**config.mk**
```make
export PLATFORM = sky130hd
export DESIGN_NAME = gbif_req_sched
export DESIGN_NICKNAME = d
export VERILOG_FILES = /design/src/rtl/gbif_req_sched.sv
export SDC_FILE = /design/constraint.sdc
export NUM_CORES = 1
export LEC_CHECK = 0
export BUFFER_PORTS_ARGS = -buffer_cell sky130_fd_sc_hd__buf_2
export CORE_AREA = 10 10 259 261
export DETAILED_ROUTE_END_ITERATION = 7
export DIE_AREA = 0 0 269 271
export GPL_TIMING_DRIVEN = 1
export PLACE_DENSITY_LB_ADDON = 0.12
export REMOVE_ABC_BUFFERS = 1
export SKIP_LAST_GASP = 1
export SLEW_MARGIN = 10
export SYNTH_ARGS = -nofsm -noshare
export SYNTH_HDL_FRONTEND = slang
export SYNTH_SLANG_ARGS = --single-unit
```
**constraint.sdc**
```tcl
create_clock -name clk -period 4.8 [get_ports clk]
set_input_delay 0.72 -clock clk [delete_from_list [all_inputs] [get_ports clk]]
set_output_delay 0.72 -clock clk [all_outputs]
set_load 0.01 [all_outputs]
```
**src/rtl/gbif_req_sched.sv**
```systemverilog
// Scheduler for the shared GBIF/IFGB off-chip interface.
// Arbitrates eight typed requesters round-robin and issues the cfg word.
// Then it counts the fixed-length burst, steering read beats to the granted
// requester or write beats from it, and ends with a one-cycle done pulse.
//
// state   | meaning
// --------+-------------------------------------------------------------
// S_IDLE  | no transfer; req sampled, winner picked and cfg word loaded
// S_CFG   | GBIF_cfg_val held with a stable cfg word until IFGB_cfg_rdy
// S_TRANS | data burst; beat_cnt advances on each beat handshake
// S_DONE  | one-cycle done pulse for the granted type, gnt still held
module gbif_req_sched #(
  parameter int PORT_WIDTH = 128,
  parameter int LEN_CFG    = 64,
  parameter int LEN_WR     = 64,
  parameter int LEN_WADDR  = 54,
  parameter int LEN_BLK    = 512
) (
  input  logic                  clk,
  input  logic                  rst,
  input  logic [7:0]            req,
  output logic [7:0]            gnt,
  output logic [7:0]            done,
  output logic                  int_rd_val,
  input  logic [7:0]            int_rd_rdy,
  output logic [PORT_WIDTH-1:0] int_rd_data,
  input  logic [1:0]            int_wr_val,
  output logic [1:0]            int_wr_rdy,
  input  logic [PORT_WIDTH-1:0] int_wr_data_1,
  input  logic [PORT_WIDTH-1:0] int_wr_data_2,
  output logic                  GBIF_cfg_val,
  input  logic                  IFGB_cfg_rdy,
  output logic [3:0]            GBIF_cfg_info,
  output logic                  GBIF_wr_val,
  input  logic                  IFGB_wr_rdy,
  output logic [PORT_WIDTH-1:0] GBIF_wr_data,
  input  logic                  IFGB_rd_val,
  output logic                  GBIF_rd_rdy,
  input  logic [PORT_WIDTH-1:0] IFGB_rd_data
);

  typedef enum logic [1:0] {S_IDLE, S_CFG, S_TRANS, S_DONE} state_t;

  state_t     state, state_nxt;
  logic [2:0] typ;
  logic [2:0] rr_ptr;
  logic [2:0] win;
  logic       win_found;
  logic [9:0] beat_cnt;
  logic [9:0] len;
  logic [9:0] len_sel;
  logic       is_wr;
  logic       wr_sel;
  logic       beat_fire;
  logic       last_beat;

  // Types 1 and 2 are the only write transfers; type 2 uses writer slot 1.
  assign is_wr  = (typ == 3'd1) || (typ == 3'd2);
  assign wr_sel = typ[1];

  // Round-robin search starting one past the last grant.
  always_comb begin
    win       = rr_ptr;
    win_found = 1'b0;
    for (int i = 1; i <= 8; i++) begin
      if (!win_found && req[rr_ptr + 3'(i)]) begin
        win       = rr_ptr + 3'(i);
        win_found = 1'b1;
      end
    end
  end

  // Burst length for the granted type.
  always_comb begin
    len_sel = 10'(LEN_BLK);
    case (typ)
      3'd0:         len_sel = 10'(LEN_CFG);
      3'd1, 3'd2:   len_sel = 10'(LEN_WR);
      3'd3:         len_sel = 10'(LEN_WADDR);
      default:      len_sel = 10'(LEN_BLK);
    endcase
  end

  // Data-path steering; everything is quiet outside the burst.
  always_comb begin
    GBIF_rd_rdy  = 1'b0;
    int_rd_val   = 1'b0;
    int_rd_data  = '0;
    GBIF_wr_val  = 1'b0;
    GBIF_wr_data = '0;
    int_wr_rdy   = 2'b00;
    if (state == S_TRANS) begin
      if (is_wr) begin
        GBIF_wr_val        = int_wr_val[wr_sel];
        GBIF_wr_data       = wr_sel ? int_wr_data_2 : int_wr_data_1;
        int_wr_rdy[wr_sel] = IFGB_wr_rdy;
      end else begin
        GBIF_rd_rdy = int_rd_rdy[typ];
        int_rd_val  = IFGB_rd_val;
        int_rd_data = IFGB_rd_data;
      end
    end
  end

  assign beat_fire = (state == S_TRANS) &&
                     (is_wr ? (GBIF_wr_val && IFGB_wr_rdy) : (IFGB_rd_val && GBIF_rd_rdy));
  assign last_beat = beat_fire && (beat_cnt == len - 10'd1);

  // Next-state decode.
  always_comb begin
    state_nxt = state;
    case (state)
      S_IDLE:  if (|req)        state_nxt = S_CFG;
      S_CFG:   if (IFGB_cfg_rdy) state_nxt = S_TRANS;
      S_TRANS: if (last_beat)    state_nxt = S_DONE;
      S_DONE:                    state_nxt = S_IDLE;
      default:                   state_nxt = S_IDLE;
    endcase
  end

  // State register.
  always_ff @(posedge clk) begin
    if (rst) state <= S_IDLE;
    else     state <= state_nxt;
  end

  // Grant, cfg word, beat counter and done pulse registers.
  always_ff @(posedge clk) begin
    if (rst) begin
      gnt           <= '0;
      done          <= '0;
      GBIF_cfg_val  <= 1'b0;
      GBIF_cfg_info <= '0;
      typ           <= '0;
      rr_ptr        <= 3'd7;
      beat_cnt      <= '0;
      len           <= '0;
    end else begin
      done <= '0;
      case (state)
        S_IDLE: if (|req) begin
          gnt           <= 8'd1 << win;
          typ           <= win;
          GBIF_cfg_info <= {win, !((win == 3'd1) || (win == 3'd2))};
          GBIF_cfg_val  <= 1'b1;
          rr_ptr        <= win;
        end
        S_CFG: if (IFGB_cfg_rdy) begin
          GBIF_cfg_val <= 1'b0;
          beat_cnt     <= '0;
          len          <= len_sel;
        end
        S_TRANS: if (beat_fire) begin
          beat_cnt <= beat_cnt + 10'd1;
          if (last_beat) done <= 8'd1 << typ;
        end
        S_DONE: begin
          gnt           <= '0;
          GBIF_cfg_info <= '0;
        end
        default: ;
      endcase
    end
  end

endmodule

```
==> summary.txt <==
Synthesis
  • Synth area leader: mux2i_1
  • Share of the synthesized area in the top cell type: 0.253
  • Post-Syn Area per Cell: 7.41 um2
  • Prevailing post-synth register cell: dfxtp_1
  • Mapped Area: 5490 um2
  • Yosys warning count: 0
  • EDFF count, synth: 0
  • Count of different cell masters after synthesis: 62
  • Sequential area share after synthesis: 0.153
  • Post-synth ARST share: 0
  • Count leader, synth: nor2_1
  • Largest cells by area after synthesis: mux2i_1 (25%), dfxtp_1 (15%), and2_1 (15%), nor2_1 (11%), mux4_2 (3.7%)
  • Seq cells post-synth: 42
  • Most frequent cells after synthesis: nor2_1 (164), mux2i_1 (139), and2_1 (130)
  • Post-Syn Instances: 741

Place
  • Pre-CTS WS: 1150 ps
  • Final weighted congestion in routability-driven placement: 0.946
  • Hpwl dp: 53,800 um
  • Number of port buffers: 688

Global route
  • GRT Residual Overflow: 0
  • Antenna violations before repair: 79
  • Vias in the first global route: 8,227
  • First-pass GRT wire length: 76,500 um
  • Largest net degree at the start of global routing: 76
  • Total GRT Usage: 0.155

Floorplan
  • Full die area: 72,900 um2
  • # IOs: 689
  • Core Box Area: 61,600 um2
  • Die height: 271 um
  • FP Rows: 91
  • DIE WIDTH: 269 um
  • Starting Density: 0.0891

Drt
  • Vias: 8,059
  • DR WL/cell: 26.5 um
  • Routed wl met2: 32,500 um
  • Uppermost routed layer: met5
  • DRT Pass-1 Iters: 5
  • Vias per cell: 3.59
  • DRT iter0 DRCs: 506
  • Detailed Route WL: 59,500 um
  • DRT antenna net count: 0
  • Metal-1 WL: 20,000 um
  • Met3 wire length: 5010 um
  • Residual DRC: 0

Timing
  • Maximum clock rate: 276 MHz
  • Final period util: 0.754
  • Clock skew: 14.7 ps
  • Slew Limit Fails: 0
  • Least-Margin Pin Slew: 922 ps
  • Final setup fails: 0
  • Hold Fails Final Rpt: 0
  • Fin crit period: 3620 ps
  • Final WS setup: 1180 ps
  • RSZ-0062 raised after global routing: false
  • Setup tns final: 0 ps
  • Relative slew slack: 0.368

Worst setup path
  • Slowest CP cell: xnor2_1
  • CP Class: register to register
  • Slowest stage delay, CP: 560 ps
  • Crit Reg-Reg Endpoint: gnt[4]$_SDFFE_PP0P_
  • Arr. time, crit path: 3840 ps
  • R2R Path Start: rr_ptr[0]$_SDFFE_PP1P_
  • Crit Path Max Fanout: 13
  • Cell count of the worst reg-to-reg path: 11
  • R2r setup slk: 1180 ps
  • Req. time, crit path: 5020 ps
  • CP Capture Type: register
  • Critical Path Start Type: register
  • Critical-path cell list: buf_4, inv_1, ha_1, mux4_2, or3b_1, a211oi_1, o32ai_1, xnor2_1, nor3b_2, nand2_1, o21ai_1

Hold path
  • Hold wc startpoint: gnt[0]$_SDFFE_PP0P_
  • Worst Hold Depth: 2
  • Worst Hold Endpoint: gnt[0]$_SDFFE_PP0P_
  • Hold Path Class: register to register

Clock network
  • Post_cts resized: 0
  • H-tree levels: 2
  • Clock Path Buffers: 2
  • Hold buffer count at CTS: 0
  • Worst skew pair latency: 290 ps
  • CTS root buf: clkbuf_16
  • Clock transition at path regs: 60 ps
  • CTS Buf Count: 5
  • Post-CTS Setup Bufs: 0
  • # clock sinks: 42
  • CTS tree: yes

Power
  • Cell-internal power: 1.74 mW
  • VDD IR max: 0.150 mV
  • Sequential power share: 0.146
  • P_leak: 5.32 nW
  • Clk pwr share: 0.094
  • Power per cell area: 356 nW/um2
  • Switch share: 0.514
  • Power share of the combinational group: 0.760
  • Switching power: 1.83 mW

Run
  • Max-cap check violation count: 0

Layout
  • Nets: 1,805
  • Layout cells sized above 1: 0.527
  • P&R area growth vs syn: 82.8%

Run status
  • Status: finished clean
-- power groups by stage --
stage	Combinational (mW)	Sequential (mW)	Clock, mW
final	2.71	0.521	0.336
after detailed placement	2.75	0.535	0
after global placement	2.78	0.536	0
after CTS	2.76	0.527	0.356
after global routing	2.97	0.537	0.370
after floorplan	1.72	0.670	0
-- worst max path at each step --
stage                                      start                   to  slack, ps  cells after the start
after global placement    rr_ptr[0]$_SDFFE_PP1P_  gnt[4]$_SDFFE_PP0P_       1050                     11
after global routing      rr_ptr[0]$_SDFFE_PP1P_  gnt[4]$_SDFFE_PP0P_        830                     11
after detailed placement  rr_ptr[0]$_SDFFE_PP1P_  gnt[4]$_SDFFE_PP0P_       1150                     11
final                     rr_ptr[0]$_SDFFE_PP1P_  gnt[4]$_SDFFE_PP0P_       1180                     11
after CTS                 rr_ptr[0]$_SDFFE_PP1P_  gnt[4]$_SDFFE_PP0P_       1110                     11
after floorplan              typ[1]$_SDFFE_PP0P_          GBIF_rd_rdy      -4000                      4
-- cell usage in the layout, fill, tap and decap left out, drive strengths merged, types with 6 or more instances in the layout --
cell type  instances
o21ai             13
mux4              11
and2             131
dfxtp             42
nand2b             8
nand3              9
nand2             28
mux2i            139
diode             16
and3               7
nor3b              8
buf              697
xor2               9
nor2             165
clkbuf             6
ha                 9
a21oi             15
inv               13
-- worst max-delay path: cells and delay by family, from the launching register on --
| kind | cells | cell delay, ps |
|---|---|---|
| AO/OA/AOI/OAI | 3 | 500 |
| XOR/XNOR | 1 | 560 |
| adder cells (fa/ha/maj) | 1 | 500 |
| buffers and inverters | 2 | 320 |
| flip-flops | 1 | 300 |
| multiplexers | 1 | 450 |
| AND/OR/NAND/NOR | 3 | 910 |
-- through the flow --
step                      power (mW)  instances  hold WS [ps]  instance area (um2)   util
after global routing            3.88       2239           470                10000  0.163
after floorplan                 2.39        685           442                 5260      -
final                           3.57       2243           438                10000  0.163
after global placement          3.31       2219           442                 9850  0.160
after CTS                       3.64       2227           445                10000  0.162
after detailed placement        3.28       2219           437                 9850  0.160
-- sequential cells by signal, indices dropped and copies added (netlist names) --
signal         flops
typ                3
GBIF_cfg_info      4
done               8
gnt                8
GBIF_cfg_val       1
beat_cnt          10
len                3
state              2
rr_ptr             3
-- metal layers --
metal | track usage | up-vias
met5 | 0 | -
met4 | 0.0501 | 12
met3 | 0.0556 | 147
met2 | 0.295 | 442
met1 | 0.151 | 3610
li1 | - | 3848
-- cell families (layout without fill, tap and decap cells) --
family          count (synthesis)  count (layout)  share of synthesized area
simple gates                  388             388                      0.359
mux                           155             155                      0.310
buf+inv                        69             718                     0.0501
compound gates                 64              64                     0.0845
flops                          42              42                      0.153
xor+xnor                       14              14                     0.0223
fa+ha+maj                       9               9                     0.0205
other cells                     0              16                          0
-- final cells by class --
| cell class | count | area [um2] |
|---|---|---|
| antenna | 16 | 40.0 |
| clock buffer | 6 | 129 |
| clock inverter | 2 | 13.8 |
| fill | 7235 | 51600 |
| inverter | 13 | 48.8 |
| multi-input combinational | 630 | 4390 |
| sequential | 42 | 845 |
| tap | 837 | 1050 |
| timing repair buffer | 697 | 3520 |
No activity file was read; power rests on OpenSTA's default activity.
